<file path="config.mk">
export PLATFORM = sky130hd
export DESIGN_NAME = fc_scheduler_flat
export DESIGN_NICKNAME = d
export VERILOG_FILES = /design/src/rtl/fc_pkg.sv /design/src/rtl/fc_scheduler_if.sv /design/src/rtl/fc_argmax.sv /design/src/rtl/fc_scheduler.sv /design/src/flat_wrapper.sv
export SDC_FILE = /design/constraint.sdc
export NUM_CORES = 1
export LEC_CHECK = 0
export CORE_UTILIZATION = 35
export CTS_CLUSTER_SIZE = 14
export DETAILED_ROUTE_END_ITERATION = 10
export PLACE_DENSITY = 0.68
export SYNTH_ARGS = -nofsm -noshare
export SYNTH_HDL_FRONTEND = slang
export SYNTH_SLANG_ARGS = --single-unit
</file>
<file path="constraint.sdc">
create_clock -name clk_in -period 3.4 [get_ports clk_in]
set_input_delay 0.68 -clock clk_in [delete_from_list [all_inputs] [get_ports clk_in]]
set_output_delay 0.68 -clock clk_in [all_outputs]
set_load 0.005 [all_outputs]
</file>
<file path="src/rtl/fc_pkg.sv">
// Shared types and constants for the FC scheduler: FSM state encoding, default
// stream sizes, and the feature/score data types.
package fc_pkg;

    localparam int unsigned NUM_IN_DEF  = 120;
    localparam int unsigned NUM_OUT_DEF = 10;
    localparam int unsigned FEAT_W      = 16;
    localparam int unsigned SCORE_W     = 20;
    localparam int unsigned ADDR_W      = 7;
    localparam int unsigned IDX_W       = 4;

    typedef logic signed [FEAT_W-1:0]  feat_t;
    typedef logic signed [SCORE_W-1:0] score_t;

    typedef enum logic [2:0] {
        StIdle,
        StClear,
        StAlign,
        StStream,
        StWait,
        StCapture,
        StDone
    } fc_state_e;

    function automatic int unsigned max_of(input int unsigned a, input int unsigned b);
        return (a > b) ? a : b;
    endfunction

endpackage

</file>
<file path="src/rtl/fc_scheduler_if.sv">
// Feature-RAM read port and FC datapath port of the scheduler; the master side is
// the scheduler, the slave side is the RAM plus FC datapath.
interface fc_scheduler_if;
    import fc_pkg::*;

    logic                feat_rd;
    logic [ADDR_W-1:0]   feat_addr;
    feat_t               feat_rdata;
    logic                fc_rst;
    feat_t               fc_fan_in;
    logic                fc_ready;
    score_t              fc_fan_out;

    modport master (
        output feat_rd,
        output feat_addr,
        output fc_rst,
        output fc_fan_in,
        input  feat_rdata,
        input  fc_ready,
        input  fc_fan_out
    );

    modport slave (
        input  feat_rd,
        input  feat_addr,
        input  fc_rst,
        input  fc_fan_in,
        output feat_rdata,
        output fc_ready,
        output fc_fan_out
    );

endinterface

</file>
<file path="src/rtl/fc_argmax.sv">
// Serial running maximum over a stream of signed scores; only built when
// FC_ARGMAX_EN is defined. Outputs already include the sample presented this cycle.
module fc_argmax
    import fc_pkg::*;
#(
    parameter int unsigned IdxW = 4
) (
    input  logic            clk_i,
    input  logic            rst_ni,
    input  logic            clr_i,
    input  logic            vld_i,
    input  logic [IdxW-1:0] idx_i,
    input  score_t          val_i,
    output score_t          max_o,
    output logic [IdxW-1:0] idx_o
);

    logic            have_q, have_d;
    score_t          max_q, max_d;
    logic [IdxW-1:0] idx_q, idx_d;

    always_comb begin
        have_d = have_q;
        max_d  = max_q;
        idx_d  = idx_q;
        if (clr_i) begin
            have_d = 1'b0;
            max_d  = '0;
            idx_d  = '0;
        end else if (vld_i && (!have_q || (val_i > max_q))) begin
            // Strict compare: on a tie the earlier (lower) index is kept.
            have_d = 1'b1;
            max_d  = val_i;
            idx_d  = idx_i;
        end
    end

    always_ff @(posedge clk_i) begin
        if (!rst_ni) begin
            have_q <= 1'b0;
            max_q  <= '0;
            idx_q  <= '0;
        end else begin
            have_q <= have_d;
            max_q  <= max_d;
            idx_q  <= idx_d;
        end
    end

    assign max_o = max_d;
    assign idx_o = idx_d;

endmodule

</file>
<file path="src/rtl/fc_scheduler.sv">
// Sequences one FC inference: clear, align, stream features, wait for scores, capture.
// Define FC_ARGMAX_EN to pick the winning class; otherwise the last score is reported.
module fc_scheduler
    import fc_pkg::*;
#(
    parameter int unsigned NUM_IN    = NUM_IN_DEF,
    parameter int unsigned NUM_OUT   = NUM_OUT_DEF,
    parameter int unsigned CLR_CYC   = 6,
    parameter int unsigned ALIGN_DLY = 3,
    parameter int unsigned TIMEOUT   = 512
) (
    input  logic             clk_in,
    input  logic             rst_n,
    input  logic             start,
    fc_scheduler_if.master   fc,
    output logic             busy,
    output logic             done,
    output logic             err_timeout,
    output logic [IDX_W-1:0] class_idx,
    output score_t           class_score
);

    localparam int unsigned CntMax = max_of(max_of(CLR_CYC, ALIGN_DLY),
                                            max_of(max_of(NUM_IN, NUM_OUT), TIMEOUT));
    localparam int unsigned CntW   = max_of($clog2(CntMax + 1), ADDR_W);

    typedef logic [CntW-1:0] cnt_t;

    fc_state_e        state_q, state_d;
    cnt_t             cnt_q, cnt_d;
    logic             err_q, err_d;
    logic [IDX_W-1:0] cls_idx_q, cls_idx_d;
    score_t           cls_score_q, cls_score_d;
    logic             rd_vld_q;
    feat_t            fan_in_q, fan_in_d;
    logic             feat_rd;
    logic [IDX_W-1:0] res_idx;
    score_t           res_score;

`ifdef FC_ARGMAX_EN
    logic am_clr;
    logic am_vld;

    assign am_clr = (state_q == StClear);
    assign am_vld = (state_q == StCapture);

    fc_argmax #(
        .IdxW (IDX_W)
    ) u_argmax (
        .clk_i  (clk_in),
        .rst_ni (rst_n),
        .clr_i  (am_clr),
        .vld_i  (am_vld),
        .idx_i  (IDX_W'(cnt_q)),
        .val_i  (fc.fc_fan_out),
        .max_o  (res_score),
        .idx_o  (res_idx)
    );
`else
    assign res_score = fc.fc_fan_out;
    assign res_idx   = '0;
`endif

    always_comb begin
        state_d     = state_q;
        cnt_d       = cnt_q;
        err_d       = err_q;
        cls_idx_d   = cls_idx_q;
        cls_score_d = cls_score_q;
        unique case (state_q)
            StIdle: begin
                if (start) begin
                    state_d = StClear;
                    cnt_d   = '0;
                    err_d   = 1'b0;
                end
            end
            StClear: begin
                if (cnt_q == cnt_t'(CLR_CYC - 1)) begin
                    state_d = StAlign;
                    cnt_d   = '0;
                end else begin
                    cnt_d = cnt_q + 1'b1;
                end
            end
            StAlign: begin
                if (cnt_q == cnt_t'(ALIGN_DLY - 1)) begin
                    state_d = StStream;
                    cnt_d   = '0;
                end else begin
                    cnt_d = cnt_q + 1'b1;
                end
            end
            StStream: begin
                if (cnt_q == cnt_t'(NUM_IN - 1)) begin
                    state_d = StWait;
                    cnt_d   = '0;
                end else begin
                    cnt_d = cnt_q + 1'b1;
                end
            end
            StWait: begin
                if (!fc.fc_ready) begin
                    state_d = StCapture;
                    cnt_d   = '0;
                end else if (cnt_q == cnt_t'(TIMEOUT - 1)) begin
                    state_d     = StDone;
                    cnt_d       = '0;
                    err_d       = 1'b1;
                    cls_idx_d   = '0;
                    cls_score_d = '0;
                end else begin
                    cnt_d = cnt_q + 1'b1;
                end
            end
            StCapture: begin
                // Result registers load on the same edge that enters DONE.
                if (cnt_q == cnt_t'(NUM_OUT - 1)) begin
                    state_d     = StDone;
                    cnt_d       = '0;
                    cls_idx_d   = res_idx;
                    cls_score_d = res_score;
                end else begin
                    cnt_d = cnt_q + 1'b1;
                end
            end
            StDone: begin
                state_d = StIdle;
            end
            default: begin
                state_d = StIdle;
                cnt_d   = '0;
            end
        endcase
    end

    assign feat_rd  = (state_q == StStream);
    assign fan_in_d = rd_vld_q ? fc.feat_rdata : '0;

    always_ff @(posedge clk_in) begin
        if (!rst_n) begin
            state_q     <= StIdle;
            cnt_q       <= '0;
            err_q       <= 1'b0;
            cls_idx_q   <= '0;
            cls_score_q <= '0;
            rd_vld_q    <= 1'b0;
            fan_in_q    <= '0;
        end else begin
            state_q     <= state_d;
            cnt_q       <= cnt_d;
            err_q       <= err_d;
            cls_idx_q   <= cls_idx_d;
            cls_score_q <= cls_score_d;
            rd_vld_q    <= feat_rd;
            fan_in_q    <= fan_in_d;
        end
    end

    assign fc.feat_rd   = feat_rd;
    assign fc.feat_addr = feat_rd ? ADDR_W'(cnt_q) : '0;
    assign fc.fc_rst    = (state_q == StIdle) || (state_q == StClear) || (state_q == StDone);
    assign fc.fc_fan_in = fan_in_q;

    assign busy        = (state_q != StIdle);
    assign done        = (state_q == StDone);
    assign err_timeout = err_q;
    assign class_idx   = cls_idx_q;
    assign class_score = cls_score_q;

endmodule

</file>
<file path="src/flat_wrapper.sv">
// flat-port wrapper written by rule: the top's interface ports become plain ports
module fc_scheduler_flat import fc_pkg::*;
#(
    parameter int unsigned NUM_IN    = NUM_IN_DEF,
    parameter int unsigned NUM_OUT   = NUM_OUT_DEF,
    parameter int unsigned CLR_CYC   = 6,
    parameter int unsigned ALIGN_DLY = 3,
    parameter int unsigned TIMEOUT   = 512
)
  (clk_in, rst_n, start, busy, done, err_timeout, class_idx, class_score, fc_feat_rd, fc_feat_addr, fc_fc_rst, fc_fc_fan_in, fc_feat_rdata, fc_fc_ready, fc_fc_fan_out);
  fc_scheduler_if fc_i ();
  input  logic clk_in;
  input  logic rst_n;
  input  logic start;
  output logic busy;
  output logic done;
  output logic err_timeout;
  output logic [IDX_W-1:0] class_idx;
  output score_t class_score;
  output wire logic [$bits(fc_i.feat_rd)-1:0] fc_feat_rd;
  output wire logic [$bits(fc_i.feat_addr)-1:0] fc_feat_addr;
  output wire logic [$bits(fc_i.fc_rst)-1:0] fc_fc_rst;
  output wire logic [$bits(fc_i.fc_fan_in)-1:0] fc_fc_fan_in;
  input wire logic [$bits(fc_i.feat_rdata)-1:0] fc_feat_rdata;
  input wire logic [$bits(fc_i.fc_ready)-1:0] fc_fc_ready;
  input wire logic [$bits(fc_i.fc_fan_out)-1:0] fc_fc_fan_out;
  assign fc_feat_rd = fc_i.feat_rd;
  assign fc_feat_addr = fc_i.feat_addr;
  assign fc_fc_rst = fc_i.fc_rst;
  assign fc_fc_fan_in = fc_i.fc_fan_in;
  assign fc_i.feat_rdata = fc_feat_rdata;
  assign fc_i.fc_ready = fc_fc_ready;
  assign fc_i.fc_fan_out = fc_fc_fan_out;
  fc_scheduler #(.NUM_IN(NUM_IN), .NUM_OUT(NUM_OUT), .CLR_CYC(CLR_CYC), .ALIGN_DLY(ALIGN_DLY), .TIMEOUT(TIMEOUT)) u_core (.clk_in(clk_in), .rst_n(rst_n), .start(start), .fc(fc_i), .busy(busy), .done(done), .err_timeout(err_timeout), .class_idx(class_idx), .class_score(class_score));
endmodule
</file>
==> results.txt <==
The I/O pin total came out at 92. The clock sink count came out at 51. Counting tap cells, the placed design contains a total of 402 instances. The largest total area in the synthesized netlist belongs to sky130_fd_sc_hd__dfxtp_1. The number of violations of the max-capacitance limit came out at 0. The delay of the slowest cell on the worst path came out at 610 ps.

In this run the tool buffered the top-level ports with 87 buffer cells. The worst setup path is launched from a flip-flop. In this run, post-CTS hold repair placed 0 buffers. The routed wire length per instance is 13.77 um.

The initial antenna violation count came out at 0. The flow ran to the end, and the final reports show no timing, DRC or antenna violations. The largest vdd supply drop is 0.2382 mV. The area of the die came out at 6642 um^2. The endpoint identified for the worst register-to-register timing path is u_core.cnt_q[2]. After detailed routing, the number of remaining DRC violations is 0. The die width is 81.50 um.

The average via count per standard cell came out at 5.144. The share of flip-flops with an asynchronous set or reset came out at 0%. After floorplanning, the core was divided into 28 placement rows. The largest net degree at the start of global routing is 61. The via count is 2109. Headroom to the max-slew limit came out at 44.08%. The worst-margin pin slew is 836.5 ps.

In this run the most critical hold path is launched from u_core.class_score[18]. The count of placed standard cells in the final layout, fillers left out is 410. The final number of max-transition violations came out at 0.

In the layout the commonest cells are 86 x sky130_fd_sc_hd__clkdlybuf4s50_1, 51 x sky130_fd_sc_hd__dfxtp_1, 47 x sky130_fd_sc_hd__nand2_1. The global-route wire length before repair came out at 8921 um. The worst hold path belongs to the class flip-flop to flip-flop. The path depth of the worst reg2reg path is 5. The power per cell area is 415.2 nW/um^2. The number of nets in the finished design came out at 377. The number of nets still failing antenna checks after routing is 0.

The worst setup path is of the flip-flop to primary output kind. For hold timing, the worst endpoint is u_core.class_score[18]. The total leakage power is 1.179 nW. The setup TNS came out at 0 ps.

Global routing finished with a remaining overflow of 0. After layout, the worst path uses 80.91% of the clock period. The worst-skew pair later-pin latency is 300 ps. The global-route total usage across every layer is 17.31%. The layout overhead on the synthesized area is 44.85%. The count of warnings emitted by yosys is 0. The total half-perimeter wirelength after legalization and detailed placement is 3915 um. The initial utilization of the core area, before any placement, comes to 36.71%. The largest fanout on the critical path is 15.

The H-tree was split into 2 levels. The critical path goes through inv_1, nor2_1, and2_1, clkdlybuf4s50_1. The final routed wirelength across all metal layers is 5647 um. The area share of the largest cell type after synthesis came out at 46.15%. The synthesized netlist cell count came out at 259. The flip-flop and latch count after synthesis is 51. The count of instances resized after the clock tree is built is 0. The slowest stage of the critical path is the sky130_fd_sc_hd__dfxtp_1 cell. The total power came out at 1.331 mW. Routability-driven placement finished with a final weighted congestion of 0.8526.

The count of unique library cells instantiated by Yosys came out at 44. The tree is rooted in a sky130_fd_sc_hd__clkbuf_8. The number of iterations in the first detailed-routing pass is 4. The slack of the worst reg-to-reg path is 1110 ps. The number of clock buffers inserted by TritonCTS is 5. The synthesized area per cell is 8.541 um^2. The die is 81.50 um tall.

The instance count along the most critical hold path is 2. The final number of hold-violating endpoints is 0. Buffers added to address setup during post-CTS repair amount to 0. The via count of the first global-routing pass is 1921.

Setup violations remaining at the end of the flow were counted as 0. The fraction of final layout cells with drive strength greater than 1 came out at 5.672%. The clock tree from TritonCTS is done.

The achievable clock frequency came out at 0.3635 GHz. The cell area after synthesis came out at 2212 um^2. The worst hold slack after final layout came out at 463.1 ps. Yosys attributes the largest share of cell area to sky130_fd_sc_hd__dfxtp_1 46%, sky130_fd_sc_hd__nand2_1 8.0%, sky130_fd_sc_hd__o22ai_1 6.2%. The smallest clock period supported by the final layout is computed as 2751 ps.

Setup repair after global routing left no endpoint under its margin. The critical path arrival came out at 2070 ps. The repair_antennas step left the layout with diodes totalling 0. Clock skew on the completed layout was measured at 5.137 ps.

The most common cell after layout, fill and taps aside is sky130_fd_sc_hd__clkdlybuf4s50_1. The worst setup path is captured at a primary output. The post-synthesis sequential area ratio came out at 46.15%.

The most used flip-flop cell after synthesis is sky130_fd_sc_hd__dfxtp_1. The clock input transition at the sequential cells of the worst setup and hold paths is 90 ps. The violation count after the first detailed-route iteration came out at 95.

In this run the critical register-to-register path is launched from u_core.cnt_q[3]. The synthesized design contains 0 enable-type register cells. The largest buffer count on any clock path came out at 2. The placeable core region came out at 6026 um^2. The worst path required time is 2720 ps.
==> kinds of logic (layout without fill, tap and decap cells) <==
kind of cell	count (synthesis)	count (layout)	synth area share, %
compound gates	50	50	15.27
simple gates	116	116	27.77
xor+xnor	6	6	2.376
flops	51	51	46.15
fa+ha+maj	3	3	1.697
buf+inv	32	105	6.561
other cells	1	4	0.1695
==> layout make-up <==
type / instances / area (um^2)
tap: 75 / 93.84
timing repair buffer: 89 / 880.8
fill: 560 / 2821
sequential: 51 / 1021
clock buffer: 6 / 82.58
clock inverter: 2 / 38.79
multi-input combinational: 179 / 1057
inverter: 8 / 30.03
==> per-layer routing <==
metal | vias to the layer above | wire length (um) | global-route usage, %
met5 | - | 0 | 0
met3 | 7 | 486 | 4.778
met1 | 960 | 2484 | 22.03
met4 | 0 | 95 | 7.143
li1 | 1053 | - | -
met2 | 89 | 2582 | 27.42
==> Yosys cell counts (4+ instances only) <==
| cell type | instances |
|---|---|
| sky130_fd_sc_hd__nor4_1 | 4 |
| sky130_fd_sc_hd__nor3_1 | 6 |
| sky130_fd_sc_hd__a211oi_1 | 6 |
| sky130_fd_sc_hd__o22ai_1 | 22 |
| sky130_fd_sc_hd__nand3_1 | 7 |
| sky130_fd_sc_hd__buf_4 | 4 |
| sky130_fd_sc_hd__inv_1 | 8 |
| sky130_fd_sc_hd__dfxtp_1 | 51 |
| sky130_fd_sc_hd__nand2_1 | 47 |
| sky130_fd_sc_hd__a21oi_1 | 6 |
| sky130_fd_sc_hd__buf_2 | 7 |
| sky130_fd_sc_hd__and3_1 | 16 |
| sky130_fd_sc_hd__nor2_1 | 11 |
| sky130_fd_sc_hd__xnor2_1 | 4 |
| sky130_fd_sc_hd__clkbuf_1 | 12 |
| sky130_fd_sc_hd__and2_1 | 6 |
==> critical path: cells and delay by family, from the launching register on <==
family,cells,cell delay [ps]
buffers and inverters,2,700
DFF,1,610
and+or+nand+nor,2,460
==> how the worst max path moves through the flow <==
stage | cells past startpoint | endpoint | start
floorplan | 5 | u_core.state_q[1] | u_core.cnt_q[9]
detailed placement | 5 | u_core.cnt_q[2] | start
global placement | 5 | u_core.cnt_q[2] | start
finish | 4 | fc_feat_addr[4] | u_core.state_q[1]
global route | 4 | fc_feat_addr[4] | u_core.state_q[1]
CTS | 4 | fc_feat_addr[4] | u_core.state_q[1]
==> where the power goes <==
| part | switching, mW | leakage [nW] | internal (mW) |
|---|---|---|---|
| logic | 0.123 | 0.706 | 0.115 |
| clock network | 0.206 | 0.0618 | 0.242 |
| registers | 0.0313 | 0.411 | 0.612 |
| total | 0.361 | 1.18 | 0.970 |
==> state kept, by name, summed over array words and instances, names as in the netlist <==
signal	count
u_core.class_score	20
u_core.cnt_q	10
u_core.err_timeout	1
u_core.fc.fc_fan_in	16
u_core.rd_vld_q	1
u_core.state_q	3
==> stage by stage <==
stage	utilization [%]	area [um^2]	worst slack [ps]
6_report	53.18	3204	649.2
5_1_grt	53.18	3204	471.7
4_1_cts	53.18	3204	653.3
3_5_place_dp	51.16	3083	903.5
3_3_place_gp	51.16	3083	1028
2_1_floorplan	-	2223	1633
Note: power is estimated with default switching activity, not from simulation.
